$ cat config.mk
export PLATFORM = sky130hd
export DESIGN_NAME = nibble_serial_subtractor_flat
export DESIGN_NICKNAME = d
export VERILOG_FILES = /design/src/rtl/nibble_serial_subtractor_if.sv /design/src/rtl/nibble_serial_subtractor.sv /design/src/flat_wrapper.sv
export SDC_FILE = /design/constraint.sdc
export NUM_CORES = 1
export LEC_CHECK = 0
export ABC_CLOCK_PERIOD_IN_PS = 7500
export CORE_MARGIN = 2
export CORE_UTILIZATION = 54
export DETAILED_ROUTE_END_ITERATION = 16
export PLACE_DENSITY = 0.8
export SLEW_MARGIN = 20
export SYNTH_ARGS = -nofsm -noshare
export SYNTH_HDL_FRONTEND = slang
export SYNTH_SLANG_ARGS = --single-unit
$ cat constraint.sdc
create_clock -name clk -period 7.5 [get_ports clk]
set_input_delay 1.5 -clock clk [delete_from_list [all_inputs] [get_ports clk]]
set_output_delay 1.5 -clock clk [all_outputs]
set_load 0.03 [all_outputs]
$ cat src/rtl/nibble_serial_subtractor_if.sv
// Operand/result bus of the nibble-serial subtractor.
// The master side issues operands; the slave side returns the difference and its flags.
interface nibble_serial_subtractor_if #(
  parameter int WORDS = 4
);
  localparam int W = 4 * WORDS;

  logic         start;
  logic [W-1:0] a;
  logic [W-1:0] b;
  logic         bin;
  logic         busy;
  logic         done;
  logic [W-1:0] result;
  logic         bout;
  logic         overflow;

  modport master (
    output start, a, b, bin,
    input  busy, done, result, bout, overflow
  );

  modport slave (
    input  start, a, b, bin,
    output busy, done, result, bout, overflow
  );
endinterface

$ cat src/rtl/nibble_serial_subtractor.sv
// Multi-precision subtractor: a - b - bin over WORDS nibbles, one 4-bit
// borrow-ripple stage per clock, least-significant nibble first.
module nibble_serial_subtractor #(
  parameter int WORDS = 4
) (
  input logic                       clk,
  input logic                       reset,
  nibble_serial_subtractor_if.slave bus
);
  localparam int W     = 4 * WORDS;
  localparam int IDX_W = $clog2(WORDS);
  localparam logic [IDX_W-1:0] LAST_IDX = IDX_W'(WORDS - 1);

  typedef enum logic [1:0] {IDLE, RUN, DONE} state_t;

  state_t             state_q, state_d;
  logic [IDX_W-1:0]   idx_q, idx_d;
  logic               borrow_q, borrow_d;
  logic [W-1:0]       a_q, a_d;
  logic [W-1:0]       b_q, b_d;
  logic [W-1:0]       result_q, result_d;
  logic               bout_q, bout_d;
  logic               ovf_q, ovf_d;
  logic               busy_q, busy_d;
  logic               done_q, done_d;
  logic [5:0]         nib;

  // Returns {overflow, borrow_out, diff[3:0]}; overflow is borrow into bit 3 xor borrow out of bit 3.
  function automatic logic [5:0] sub_nibble(input logic [3:0] x, input logic [3:0] y,
                                            input logic bi);
    logic [4:0] br;
    logic [3:0] d;
    br    = '0;
    br[0] = bi;
    for (int k = 0; k < 4; k++) begin
      d[k]      = x[k] ^ y[k] ^ br[k];
      br[k + 1] = (~x[k] & y[k]) | (~(x[k] ^ y[k]) & br[k]);
    end
    return {br[3] ^ br[4], br[4], d};
  endfunction

  assign nib = sub_nibble(a_q[4*idx_q +: 4], b_q[4*idx_q +: 4], borrow_q);

  always_comb begin
    // NOTE: every _d starts as a copy of its _q so no path through the case can infer a latch.
    state_d  = state_q;
    idx_d    = idx_q;
    borrow_d = borrow_q;
    a_d      = a_q;
    b_d      = b_q;
    result_d = result_q;
    bout_d   = bout_q;
    ovf_d    = ovf_q;

    case (state_q)
      IDLE, DONE: begin
        if (bus.start) begin
          state_d  = RUN;
          a_d      = bus.a;
          b_d      = bus.b;
          borrow_d = bus.bin;
          idx_d    = '0;
          result_d = '0;
          bout_d   = 1'b0;
          ovf_d    = 1'b0;
        end else begin
          state_d = IDLE;
        end
      end
      RUN: begin
        // start is deliberately not looked at here: a running operation cannot be disturbed.
        result_d[4*idx_q +: 4] = nib[3:0];
        borrow_d               = nib[4];
        idx_d                  = idx_q + 1'b1;
        if (idx_q == LAST_IDX) begin
          state_d = DONE;
          bout_d  = nib[4];
          ovf_d   = nib[5];
          idx_d   = '0;
        end
      end
      default: state_d = IDLE;
    endcase

    busy_d = (state_d == RUN);
    done_d = (state_d == DONE);
  end

  // NOTE: sequential state uses non-blocking assignments so every flop samples pre-edge values.
  always_ff @(posedge clk or posedge reset) begin
    if (reset) begin
      state_q  <= IDLE;
      idx_q    <= '0;
      borrow_q <= 1'b0;
      a_q      <= '0;
      b_q      <= '0;
      result_q <= '0;
      bout_q   <= 1'b0;
      ovf_q    <= 1'b0;
      busy_q   <= 1'b0;
      done_q   <= 1'b0;
    end else begin
      state_q  <= state_d;
      idx_q    <= idx_d;
      borrow_q <= borrow_d;
      a_q      <= a_d;
      b_q      <= b_d;
      result_q <= result_d;
      bout_q   <= bout_d;
      ovf_q    <= ovf_d;
      busy_q   <= busy_d;
      done_q   <= done_d;
    end
  end

  assign bus.busy     = busy_q;
  assign bus.done     = done_q;
  assign bus.result   = result_q;
  assign bus.bout     = bout_q;
  assign bus.overflow = ovf_q;
endmodule

$ cat src/flat_wrapper.sv
// flat-port wrapper written by rule: the top's interface ports become plain ports
module nibble_serial_subtractor_flat 
#(
  parameter int WORDS = 4
)
  (clk, reset, bus_start, bus_a, bus_b, bus_bin, bus_busy, bus_done, bus_result, bus_bout, bus_overflow);
  nibble_serial_subtractor_if #(.WORDS(WORDS)) bus_i ();
  input logic clk;
  input logic reset;
  input wire logic [$bits(bus_i.start)-1:0] bus_start;
  input wire logic [$bits(bus_i.a)-1:0] bus_a;
  input wire logic [$bits(bus_i.b)-1:0] bus_b;
  input wire logic [$bits(bus_i.bin)-1:0] bus_bin;
  output wire logic [$bits(bus_i.busy)-1:0] bus_busy;
  output wire logic [$bits(bus_i.done)-1:0] bus_done;
  output wire logic [$bits(bus_i.result)-1:0] bus_result;
  output wire logic [$bits(bus_i.bout)-1:0] bus_bout;
  output wire logic [$bits(bus_i.overflow)-1:0] bus_overflow;
  assign bus_i.start = bus_start;
  assign bus_i.a = bus_a;
  assign bus_i.b = bus_b;
  assign bus_i.bin = bus_bin;
  assign bus_busy = bus_i.busy;
  assign bus_done = bus_i.done;
  assign bus_result = bus_i.result;
  assign bus_bout = bus_i.bout;
  assign bus_overflow = bus_i.overflow;
  nibble_serial_subtractor #(.WORDS(WORDS)) u_core (.clk(clk), .reset(reset), .bus(bus_i));
endmodule
==> Word level (Yosys, flattened, before mapping) <==
Index checks and enable logic that the tools add are counted.
{ "classes": {"add_sub_neg": 2, "eq_ne": 7, "n_shift": 4, "muxes": 16, "n_bitwise": 29, "n_reduce_logical": 6} }
{ "ops": {"columns": ["operator", "n"], "rows": [
  ["4-bit negator with 34-bit output", 1],
  ["4-bit by 34-bit variable shift with 16-bit output, first input constant", 1],
  ["4-bit by 34-bit indexed part select with 16-bit output", 1],
  ["16-bit one-hot mux with 2 select lines", 1],
  ["16-bit by 5-bit indexed part select with 4-bit output", 2],
  ["16-bit bitwise mux", 1],
  ["16-bit 2-to-1 mux", 1],
  ["1-bit bitwise XOR", 9],
  ["1-bit bitwise AND", 8],
  ["1-bit inverter", 8],
  ["2-bit one-hot mux with 2 select lines", 2],
  ["2-bit == test, second input constant", 3],
  ["2-bit 2-to-1 mux", 3],
  ["1-bit one-hot mux with 2 select lines", 3],
  ["1-bit 2-to-1 mux", 5],
  ["2-bit by 1-bit == test with 1-bit output, second input constant", 2],
  ["1-bit OR", 4],
  ["2-bit AND reduction", 2],
  ["3-bit AND reduction", 1],
  ["2-bit by 1-bit adder with 2-bit output, second input constant", 1],
  ["2-bit zero test", 1],
  ["2-bit by 1-bit != test with 1-bit output, second input constant", 1],
  ["2-bit != test, second input constant", 1],
  ["2-bit nonzero test", 1],
  ["2-bit OR reduction", 1]
]} }
{ "totals": {"reg_bits": 57, "input_bits": 36, "out_inout_bits": 20, "wordCells": 74} }

==> Longest topological paths before layout <==
Gate-level depths: netlist of run 1.
{ "logic_depth": {"ltp_word": 14, "ltp_mapped": 12, "depth_no_buf": 11} }

==> Worst setup path before layout of run 1 <==
No wires, ideal clock.
{ "synth_timing": {"kind": "register to register", "from": "reg u_core.idx_q[0]", "to": "reg u_core.result_q[11], in the netlist u_core.bus.result[11]", "setup_time_ps": 78, "arrival_ps": 2881, "t_required_ps": 7422, "setup_slack_ps": 4541, "path_stages_with_launch": 11, "n_path_buf": 1, "synth_period_minus_slack_ps": 2959, "cell_sequence": "dfrtp_1 -> buf_2 -> mux4_2 -> inv_1 -> fa_1 -> inv_1 -> fa_1 -> fa_1 -> inv_1 -> fa_1 -> o2bb2ai_1"} }
{ "synth_via": {"elab_chain_cells": 13, "word_cells_on_any_way": 30, "cone_classes": "add/sub (1); shift (4); mux (2); bitwise (23)"} }
{ "synth_lines": {"columns": ["item", "line", "source"], "rows": [
  ["start, declared", "nibble_serial_subtractor.sv:17", "logic [IDX_W-1:0] idx_q, idx_d;"],
  ["start signal, assigned", "nibble_serial_subtractor.sv:104", "idx_q <= idx_d;"],
  ["16-bit by 5-bit indexed part select with 4-bit output", "nibble_serial_subtractor.sv:42", "assign nib = sub_nibble(a_q[4*idx_q +: 4], b_q[4*idx_q +: 4], borrow_q);"],
  ["1-bit bitwise XOR", "nibble_serial_subtractor.sv:36, nibble_serial_subtractor.sv:37", null],
  ["1-bit inverter", "nibble_serial_subtractor.sv:37", "br[k + 1] = (~x[k] & y[k]) | (~(x[k] ^ y[k]) & br[k]);"],
  ["1-bit bitwise AND", "nibble_serial_subtractor.sv:37", null],
  ["1-bit OR", "nibble_serial_subtractor.sv:37", null],
  ["1-bit bitwise AND", "nibble_serial_subtractor.sv:37", null],
  ["1-bit OR", "nibble_serial_subtractor.sv:37", null],
  ["1-bit bitwise AND", "nibble_serial_subtractor.sv:37", null],
  ["1-bit OR", "nibble_serial_subtractor.sv:37", null],
  ["1-bit bitwise XOR", "nibble_serial_subtractor.sv:36", "d[k] = x[k] ^ y[k] ^ br[k];"],
  ["4-bit by 34-bit indexed part select with 16-bit output", "nibble_serial_subtractor.sv:72", "result_d[4*idx_q +: 4] = nib[3:0];"],
  ["16-bit bitwise mux *", "nibble_serial_subtractor.sv:72", null],
  ["16-bit one-hot mux with 2 select lines *", "nibble_serial_subtractor.sv:55", "case (state_q)"],
  ["end signal, assigned", "nibble_serial_subtractor.sv:108", "result_q <= result_d;"],
  ["end, declared", "nibble_serial_subtractor.sv:21", "logic [W-1:0] result_q, result_d;"]
]} }
Every way passes the cells marked *; elsewhere a longest branch is shown, timed or not.
A chain may end at the register's enable or synchronous reset.

==> Worst setup path after layout of run 1 <==
{ "layout_timing": {"from": "reg u_core.idx_q[0]", "to": "reg u_core.result_q[3], in the netlist u_core.bus.result[3]"} }
The elaborated chain is that of the path after synthesis.

==> summary.md, run 1 <==
| Metric | Value |
|---|---|
| Status | `completed` |
| Post-synthesis simple-gate area fraction | `20.6%` |
| Hold buffers post-CTS | `0` |
| Synth Flop Type | `dfrtp_1` |
| Port bufs | `55` |
| Post-Synthesis Cells | `250` |
| Detail Route Antenna Nets | `0` |
| Count of pins over their slew limit | `0` |
| Setup TNS Final | `0 ns` |
| Drt pass-1 iters | `4` |
| Pwr Density | `477 mW/mm²` |
| Asr flop ratio synth | `between 90% and 100%` |
| Total Die Area | `about 0.0054 mm²` |
| Number of global-route vias before repair | `1,998` |
| Startpoint types | `register` |
| Max_slew headroom | `51.3%` |
| Seq cells post-synth | `57` |
| Initial antenna violation count | `0` |
| First-pass GRT wire length | `9190 µm` |
| Post-CTS setup buffers | `0` |
| Net Sw Frac | `39.7%` |
| Setup violators final | `0` |
| Vias per cell | `between 5 and 6` |
| Ant. Diodes | `0` |
| Root Buffer | `clkbuf_8` |
| Final nets | `350` |
| Worst-Skew Late Latency | `around 0.33 ns` |
| Max cap viols | `0` |
| Max Buffers Root-to-Sink | `2` |
| Final design utilization | `around 73%` |
| WL final | `5370 µm` |
| Starting Density | `55.7%` |
| DIE WIDTH | `73.6 µm` |
| Finished Layout Cells | `approximately 370` |
| Largest net degree at the start of global routing | `58` |
| Final Cycle Share | `between 40 and 50%` |
| XOR/XNOR Fraction of Synth Area | `0.335%` |
| Worst Path Class, Setup | `reg2reg` |
| CTS H-tree depth | `3` |
| Sequential Power Share | `between 30% and 40%` |
| Maximum clock rate | `between 200 and 300 MHz` |
| GRT Util Overall | `a little under a quarter` |
| Leakage | `approximately 1.6 nW` |
| Yosys warns | `0` |
| Crit-path cells | `mux4_2 -> inv_1 -> fa_1 -> inv_1 -> fa_1 -> fa_1 -> inv_1 -> fa_1 -> o2bb2ai_1` |
| # rows | `25` |
| Synthesized area | `~0.0026 mm²` |
| Clk network pwr share | `19.8%` |
| Routability cong. | `0.806` |
| Setup slack at placement | `just under 4 ns` |
| GR Overflow Total | `0` |
| Crit-path slowest cell | `dfrtp_1` |
| Synth Area per Inst | `10.5 µm²` |
| Fin Clk Skew | `about 0.0035 ns` |
| Largest family of logic cells by synthesized area | `simple AND/OR/NAND/NOR gates` |
| RSZ-0062 raised after global routing | `no` |
| Worst stage delay on the critical path | `about 0.82 ns` |
| Placed insts | `roughly 350` |
| Final routed DRC violation total | `0` |
| Type of the tightest min-delay check | `reg2reg` |
| Critical Path AT | `approximately 3.6 ns` |
| Area growth syn-to-layout | `31.0%` |
| Die Ht | `between 70 and 80 µm` |
| Post-cts resize count | `0` |
| Cell repeated most along the worst path | `fa_1` |
| Post-synth EDFFs | `0` |
| TritonCTS buffer count | `9` |
| Family with the most delay on the worst path | `adder cells` |
| Vias | `~2,000` |
| # IOs | `between 50 and 60` |
| Worst EP required | `a little under 8 ns` |
| Wirelength per Cell | `between 10 and 15 µm` |
| Mux contribution to synthesized area | `under 10%` |
| Slew @ Worst Pin | `0.730 ns` |
| Hpwl dp | `between 3000 and 4000 µm` |
| Core Area | `roughly 0.0047 mm²` |
| CTS tree | `built` |
| Fin worst setup slack | `between 4 and 5 ns` |
| Count of cell types in the netlist | `33` |
| Buf/Inv on CP | `3` |
| P_sw | `roughly 0.65 mW` |
| Post-synthesis compound-gate area fraction | `8.00%` |
| Maximum VDD drop | `~0.26 mV` |
| Share of cells above drive strength 1 | `just over 10%` |
| Comb pwr share | `between 40% and 50%` |
| DR iter-0 viols | `roughly 240` |
| Maximum fanout along the worst path | `15` |
| Clock slew at reported path FFs | `roughly 0.06 ns` |
| Final Hold Viols | `0` |
| Internal | `between 0.9 and 1 mW` |
| Post-route minimum period | `roughly 3.4 ns` |
| Seq/Total Area, Yosys | `around 55%` |
| Synth Area in Adders | `under 10%` |
| Sink Count | `between 50 and 60` |
| Element type at the critical path end | `register` |
| Mapped Nets | `roughly 290` |
-- power by group through the flow --
stage / Sequential [mW] / Clock [mW] / Combinational [mW]
floorplan: 0.555 / 0 / 0.505
global placement: 0.542 / 0 / 0.749
detailed placement: 0.548 / 0 / 0.768
CTS: 0.544 / 0.328 / 0.774
global route: 0.562 / 0.341 / 0.850
finish: 0.544 / 0.324 / 0.764
-- cell families (layout without fill, tap and decap cells) --
| family | Yosys count | after routing |
|---|---|---|
| buffers and inverters | 23 | 84 |
| adders and majority gates | 8 | 8 |
| xor gates and xnor gates | 1 | 1 |
| DFF | 57 | 57 |
| and+or+nand+nor | 123 | 123 |
| muxes | 10 | 10 |
| AOI/OAI and AO/OA | 28 | 28 |
-- cell usage in the layout, fill, tap and decap left out, drive strengths merged, types with 4 or more instances in the layout --
master / Yosys / layout
a22o: 8 / 8
o2bb2ai: 8 / 8
nand2: 100 / 100
inv: 10 / 10
dfrtp: 57 / 57
mux4: 8 / 8
ha: 4 / 4
o21ai: 5 / 5
clkbuf: 8 / 11
clkdlybuf4s50: 0 / 55
fa: 4 / 4
-- stage by stage --
stage	area [µm²]	total power, mW	hold slack [ns]
after CTS	3420	1.65	0.474
after global placement	3190	1.29	0.454
after global routing	3420	1.75	0.489
after detailed placement	3190	1.32	0.458
final	3420	1.63	0.471
after floorplan	2610	1.06	0.440
-- path summary, 6_finish.rpt --
check	start	to	slack, ns	cells past startpoint
max	u_core.idx_q[0]	u_core.bus.result[3]	4.14	9
min	u_core.a_q[13]	u_core.a_q[13]	0.47	2
max reg2reg	u_core.idx_q[0]	u_core.bus.result[3]	4.14	9
min reg2reg	u_core.a_q[13]	u_core.a_q[13]	0.47	2
max in group asynchronous	reset	u_core.bus.result[5]	5.36	3
min in group asynchronous	reset	u_core.bus.done	1.68	3
-- cell type report --
class                      instances  area [µm²]
sequential                        57        1430
fill                             359        1270
multi-input combinational        170        1090
timing repair buffer              58         573
clock buffer                      11         151
clock inverter                     5        77.6
tap                               54        67.6
inverter                          10        37.5
-- flip-flops by register name, indices dropped and copies added, names as in the netlist --
name and count:
u_core.a_q 16, u_core.idx_q 2, u_core.bus.result 16, u_core.borrow_q 1, u_core.bus.busy 1, u_core.state_q 2, u_core.bus.done 1, u_core.bus.overflow 1
u_core.b_q 16, u_core.bus.bout 1
-- cells in the mapped netlist, types with 2 or more instances --
master     count  area share (%)
nor2b_1        2            0.48
inv_1         10             1.4
dfrtp_1       57              55
and3_1         2            0.48
nand2_1      100              14
buf_2          4            0.77
o2bb2ai_1      8             2.7
o21ai_0        5            0.96
nand3_1        3            0.57
a22o_1         8             2.7
a21oi_1        2            0.38
mux4_2         8             6.9
nor3b_1        2            0.57
ha_1           4             1.9
clkbuf_1       8             1.1
fa_1           4             3.1
a31oi_1        3            0.72
and3b_1        3             1.0
nand2b_1       3            0.72
-- worst reg2reg max path, delay by kind of cell (launching register included) --
kind                     cells  cell delay [ns]
adder cells (fa/ha/maj)      4             1.47
flip-flops                   1             0.82
multiplexers                 1             0.59
buffers and inverters        3             0.23
AO/OA/AOI/OAI                1             0.18
-- routing by layer --
layer	up-vias	GRT usage, %	wire length [µm]
met2	66	36.8	2650
met4	0	11.9	179
li1	944	-	-
met3	20	6.17	246
met5	-	0	0
met1	930	29.3	2300
No activity file was read; power rests on OpenSTA's default activity.
==> inputs of run 2 (changes only) <==
- ABC_CLOCK_PERIOD_IN_PS: 7500 -> 3100
- CORE_UTILIZATION: 54 -> 50
- PLACE_DENSITY: 0.8 -> 0.75
- clock period: 7.5 -> 3.1 ns (I/O delays scaled with it)
==> summary.md, run 2 (synthesis gave the netlist of run 1 again) <==
| Metric | Value |
|---|---|
| DR iter-0 viols | `126 (was 238)` |
| Total Die Area | `0.00582 mm² (was 0.00541 mm²)` |
| Root Buffer | `clkbuf_8 (unchanged)` |
| Count of pins over their slew limit | `0 (unchanged)` |
| Worst Path Class, Setup | `reg2reg (unchanged)` |
| Final design utilization | `67.4% (was 73.0%)` |
| Maximum clock rate | `363 MHz (was 298 MHz)` |
| Vias per cell | `5.09 (was 5.37)` |
| Fin worst setup slack | `0.349 ns (was 4.14 ns)` |
| Core Area | `0.00507 mm² (was 0.00469 mm²)` |
| Final Hold Viols | `0 (unchanged)` |
| Setup violators final | `0 (unchanged)` |
| Detail Route Antenna Nets | `0 (unchanged)` |
| Most common cell after layout, fill and taps aside | `nand2_1 (unchanged)` |
| Final nets | `355 (was 350)` |
| Final routed DRC violation total | `0 (unchanged)` |
| CTS tree | `built (unchanged)` |
| Setup slack at placement | `0.345 ns (was 3.95 ns)` |
| Finished Layout Cells | `384 (was 365)` |
| Final Cycle Share | `88.8% (was 44.8%)` |
| Port bufs | `55 (unchanged)` |
| Worst EP required | `3.36 ns (was 7.75 ns)` |
| Startpoint types | `register (unchanged)` |
| Sink Count | `57 (unchanged)` |
| WL final | `5520 µm (was 5370 µm)` |
| Ant. Diodes | `0 (unchanged)` |
| Element type at the critical path end | `register (unchanged)` |
| GRT Util Overall | `21.7% (was 23.2%)` |
| Vias | `1,955 (was 1,960)` |
| Placed insts | `370 (was 349)` |
| Placed cell area | `0.00325 mm² (was 0.00319 mm²)` |
| Tot Pwr | `3.78 mW (was 1.63 mW)` |
| Initial antenna violation count | `0 (unchanged)` |
| Maximum VDD drop | `0.680 mV (was 0.256 mV)` |
| Post-cts resize count | `0 (unchanged)` |
| Share of cells above drive strength 1 | `11.1% (was 10.3%)` |
| Routability cong. | `0.827 (was 0.806)` |
| Wirelength per Cell | `14.4 µm (was 14.7 µm)` |
| Starting Density | `51.5% (was 55.7%)` |
| Number of global-route vias before repair | `2,088 (was 1,998)` |
| Slew @ Worst Pin | `0.926 ns (was 0.730 ns)` |
| Status | `completed (unchanged)` |
| Leakage | `1.62 nW (was 1.63 nW)` |
| GR Overflow Total | `0 (unchanged)` |
| Critical Path AT | `3.01 ns (was 3.61 ns)` |
| Fin Clk Skew | `0.0150 ns (was 0.00346 ns)` |
| First-pass GRT wire length | `9800 µm (was 9190 µm)` |
| Type of the tightest min-delay check | `reg2reg (unchanged)` |
| Worst-Skew Late Latency | `0.34 ns (was 0.33 ns)` |
| Max_slew headroom | `38.3% (was 51.3%)` |
| Largest net degree at the start of global routing | `29 (was 58)` |
| CTS H-tree depth | `3 (unchanged)` |
| Hold buffers post-CTS | `0 (unchanged)` |
| Max cap viols | `0 (unchanged)` |
| Area growth syn-to-layout | `30.9% (was 31.0%)` |
| # IOs | `56 (unchanged)` |
| Post-route cell area | `0.00342 mm² (about the same)` |
| RSZ-0062 raised after global routing | `no (unchanged)` |
| Setup TNS Final | `0 ns (unchanged)` |
| Max Buffers Root-to-Sink | `2 (unchanged)` |
| Maximum fanout along the worst path | `4 (was 15)` |
| Die Ht | `76.3 µm (was 73.6 µm)` |
| TritonCTS buffer count | `9 (unchanged)` |
| DIE WIDTH | `76.3 µm (was 73.6 µm)` |
| Drt pass-1 iters | `4 (unchanged)` |
| Most frequent cells in the layout | `nand2_1 (100), dfrtp_1 (57), clkdlybuf4s50_1 (55) (unchanged)` |
| Hpwl dp | `4110 µm (was 3760 µm)` |
| Hold_ws | `0.473 ns (was 0.471 ns)` |
| Post-CTS setup buffers | `0 (unchanged)` |
| # rows | `26 (was 25)` |
| Pwr Density | `1110 mW/mm² (was 477 mW/mm²)` |
| Post-route minimum period | `2.75 ns (was 3.36 ns)` |
| Clock slew at reported path FFs | `0.06 ns (about the same)` |
==> run 2: changes by cell type in the layout (fill, tap and decap cells not counted), sizes merged <==
| cell | change |
|---|---|
| buf | +5 |
| bufinv | -2 |
==> run 2: path summary, 6_finish.rpt <==
path | start | to | slack (ns) | cells after the start
setup / recovery | u_core.idx_q[0] | u_core.bus.result[11] | 0.35 | 9
hold / removal | u_core.b_q[8] | u_core.b_q[8] | 0.47 | 2
setup reg to reg | u_core.idx_q[0] | u_core.bus.result[11] | 0.35 | 9
hold reg to reg | u_core.b_q[8] | u_core.b_q[8] | 0.47 | 2
max in group asynchronous | reset | u_core.bus.result[9] | 1.89 | 3
min in group asynchronous | reset | u_core.bus.bout | 0.60 | 2
==> run 2: layout make-up <==
| class | count | area, µm² |
|---|---|---|
| fill | 425 | 1650 |
| sequential | 57 | 1430 |
| multi-input combinational | 170 | 1090 |
| timing repair buffer | 63 | 611 |
| clock buffer | 11 | 151 |
| tap | 70 | 87.6 |
| inverter | 10 | 37.5 |
| clock inverter | 3 | 17.5 |
==> run 2: per-layer routing <==
layer  wire [µm]  global-route usage (%)  vias up
met2        2660                    34.3       52
met4         140                    10.4        0
li1            -                       -      952
met5           0                       0        -
met1        2500                    28.4      935
met3         215                    5.09       16
==> run 2: report_power, final <==
part	internal (mW)	switching, mW
combinational	0.858	1.05
sequential	1.05	0.219
clock	0.321	0.279
total	2.23	1.55
==> run 2: critical path, stage by stage, from the launching register on <==
cell and delay, ns:
dfrtp_1 0.36, mux4_2 0.49, inv_1 0.09, fa_1 0.16, inv_1 0.05, fa_1 0.37, fa_1 0.42, inv_1 0.09
fa_1 0.48, o2bb2ai_1 0.16
==> inputs of run 3 (changes only) <==
- PLACE_DENSITY: 0.75 -> 0.82
- TNS_END_PERCENT: not set -> 50
==> summary.md, run 3 (synthesis gave the netlist of run 1 again) <==
| Metric | Value |
|---|---|
| Final Hold Viols | `0 (unchanged)` |
| Root Buffer | `clkbuf_8 (unchanged)` |
| FF+latch area | `0.00143 mm² (unchanged)` |
| Setup slack at placement | `0.247 ns (was 0.345 ns)` |
| Maximum fanout along the worst path | `14 (was 4)` |
| Final nets | `352 (was 355)` |
| Fin worst setup slack | `0.257 ns (was 0.349 ns)` |
| Maximum clock rate | `352 MHz (was 363 MHz)` |
| Most frequent cells in the layout | `nand2_1 (100), dfrtp_1 (57), clkdlybuf4s50_1 (55) (unchanged)` |
| Worst r2r dst | `u_core.bus.overflow (was u_core.bus.result[11])` |
| TritonCTS buffer count | `9 (unchanged)` |
| Element type at the critical path end | `register (unchanged)` |
| Number of global-route vias before repair | `2,003 (was 2,088)` |
| # IOs | `56 (unchanged)` |
| Hold path cells | `2 (unchanged)` |
| Routability cong. | `0.878 (was 0.827)` |
| Die Ht | `76.3 µm (unchanged)` |
| Crit path depth | `11 (was 9)` |
| Internal | `2.20 mW (was 2.23 mW)` |
| Cell repeated most along the worst path | `fa_1 (unchanged)` |
| Worst-Skew Late Latency | `0.33 ns (was 0.34 ns)` |
| Hold buffers post-CTS | `0 (unchanged)` |
| Area growth syn-to-layout | `30.3% (was 30.9%)` |
| Final Cycle Share | `91.7% (was 88.8%)` |
| Comb pwr share | `50.5% (about the same)` |
| Port bufs | `55 (unchanged)` |
| Status | `completed (unchanged)` |
| Ant. Diodes | `0 (unchanged)` |
| Startpoint types | `register (unchanged)` |
| Final routed DRC violation total | `0 (unchanged)` |
| Min-delay src | `u_core.a_q[14] (was u_core.b_q[8])` |
| Max cap viols | `0 (unchanged)` |
| Worst Path Class, Setup | `reg2reg (unchanged)` |
| Clock slew at reported path FFs | `0.06 ns (about the same)` |
| Detail Route Antenna Nets | `0 (unchanged)` |
| Worst EP required | `3.31 ns (was 3.36 ns)` |
| CTS H-tree depth | `3 (unchanged)` |
| Tot Pwr | `3.75 mW (was 3.78 mW)` |
| Largest net degree at the start of global routing | `36 (was 29)` |
| DR iter-0 viols | `141 (was 126)` |
| Leakage | `1.61 nW (was 1.62 nW)` |
| Hpwl dp | `3890 µm (was 4110 µm)` |
| Starting Density | `51.5% (unchanged)` |
| R2r setup slk | `0.26 ns (was 0.35 ns)` |
| Drt pass-1 iters | `4 (unchanged)` |
| R2r startpoint | `u_core.idx_q[0] (unchanged)` |
| Net Sw Frac | `41.3% (was 41.0%)` |
| Filler cell count | `408 (was 425)` |
| Buf/Inv on CP | `3 (unchanged)` |
| Max Buffers Root-to-Sink | `2 (unchanged)` |
| GRT Util Overall | `20.6% (was 21.7%)` |
| Family with the most delay on the worst path | `adder cells (unchanged)` |
| Initial antenna violation count | `0 (unchanged)` |
| Sink Count | `57 (unchanged)` |
| Vias per cell | `5.21 (was 5.09)` |
| Pwr Density | `1100 mW/mm² (was 1110 mW/mm²)` |
| Fin Clk Skew | `0.00440 ns (was 0.0150 ns)` |
| Post-CTS setup buffers | `0 (unchanged)` |
| Critical Path AT | `3.05 ns (was 3.01 ns)` |
| Sequential Power Share | `34.0% (was 33.6%)` |
| Post-cts resize count | `0 (unchanged)` |
| # rows | `26 (unchanged)` |
| Total Die Area | `0.00582 mm² (unchanged)` |
| Crit-path slowest cell | `mux4_2 (unchanged)` |
| Post-route minimum period | `2.84 ns (was 2.75 ns)` |
| Slew @ Worst Pin | `0.567 ns (was 0.926 ns)` |
| GR Overflow Total | `0 (unchanged)` |
| Worst stage delay on the critical path | `0.53 ns (was 0.49 ns)` |
| Worst Reg-to-Reg Cells | `11 (was 9)` |
| Setup TNS Final | `0 ns (unchanged)` |
| Type of the tightest min-delay check | `reg2reg (unchanged)` |
| Maximum VDD drop | `0.564 mV (was 0.680 mV)` |
| First-pass GRT wire length | `9360 µm (was 9800 µm)` |
| Share of cells above drive strength 1 | `10.3% (was 11.1%)` |
| Wirelength per Cell | `14.0 µm (was 14.4 µm)` |
| WL final | `5360 µm (was 5520 µm)` |
| P_sw | `1.55 mW (about the same)` |
| Hold Crit Endpoint | `u_core.a_q[14] (was u_core.b_q[8])` |
| Max_slew headroom | `62.1% (was 38.3%)` |
| RSZ-0062 raised after global routing | `no (unchanged)` |
| Most common cell after layout, fill and taps aside | `nand2_1 (unchanged)` |
| Vias | `1,990 (was 1,955)` |
| Multi-input gate area | `0.00109 mm² (unchanged)` |
| Setup violators final | `0 (unchanged)` |
| Core Area | `0.00507 mm² (unchanged)` |
| Crit-path cells | `buf_4 -> mux4_2 -> fa_1 -> inv_1 -> fa_1 -> fa_1 -> inv_1 -> fa_1 -> xnor2_1 -> nand2_1 -> o21ai_0 (was mux4_2 -> inv_1 -> fa_1 -> inv_1 -> fa_1 -> fa_1 -> inv_1 -> fa_1 -> o2bb2ai_1)` |
| Count of pins over their slew limit | `0 (unchanged)` |
| Clk network pwr share | `15.5% (was 15.9%)` |
| DIE WIDTH | `76.3 µm (unchanged)` |
| CTS tree | `built (unchanged)` |
run 3: layout make-up:
type,count,area share (%)
well taps,70,2.57
clock inverters,4,0.588
flip-flops and latches,57,41.9
clock buffers,11,4.15
multi-input cells,170,32.0
repair buffers,60,17.6
inverters,10,1.10
run 3: how the worst max path moves through the flow:
stage	start	end	slack (ns)
CTS	u_core.idx_q[0]	u_core.bus.overflow	0.25
global route	u_core.idx_q[0]	u_core.bus.overflow	0.07
floorplan	u_core.idx_q[0]	u_core.bus.result[11]	0.14
global placement	u_core.idx_q[0]	u_core.bus.overflow	0.31
detailed placement	u_core.idx_q[0]	u_core.bus.overflow	0.25
finish	u_core.idx_q[0]	u_core.bus.overflow	0.26
run 3: metrics by stage:
| stage | cells | utilization (%) | instance area [µm²] | hold WS [ns] |
|---|---|---|---|---|
| 3_3_place_gp | 367 | 63.9 | 3240 | 0.453 |
| 6_report | 382 | 67.1 | 3400 | 0.469 |
| 4_1_cts | 382 | 67.1 | 3400 | 0.471 |
| 2_1_floorplan | 250 | - | 2610 | 0.440 |
| 5_1_grt | 382 | 67.1 | 3400 | 0.492 |
| 3_5_place_dp | 367 | 63.9 | 3240 | 0.457 |
run 3: power by group through the flow:
stage,logic [mW],registers (mW),clock network (mW)
after detailed placement,1.90,1.29,0
after global routing,2.08,1.32,0.625
after global placement,1.86,1.27,0
after CTS,1.92,1.28,0.585
final,1.90,1.28,0.580
after floorplan,1.22,1.34,0
run 3: per-layer routing:
layer / up-vias / routed length, µm / share of wire (%) / global-route usage [%]
li1: 949 / - / - / -
met3: 16 / 244 / 4.6 / 4.74
met2: 59 / 2570 / 48 / 32.8
met1: 966 / 2400 / 45 / 26.8
met4: 0 / 140 / 2.6 / 9.82
met5: - / 0 / 0 / 0
run 3: worst reg2reg max path, stage by stage, from the launching register on:
cell     delay [ns]
dfrtp_1        0.36
buf_4          0.24
mux4_2         0.54
fa_1           0.37
inv_1          0.07
fa_1           0.18
fa_1           0.21
inv_1          0.07
fa_1           0.42
xnor2_1        0.15
nand2_1        0.06
o21ai_0        0.06
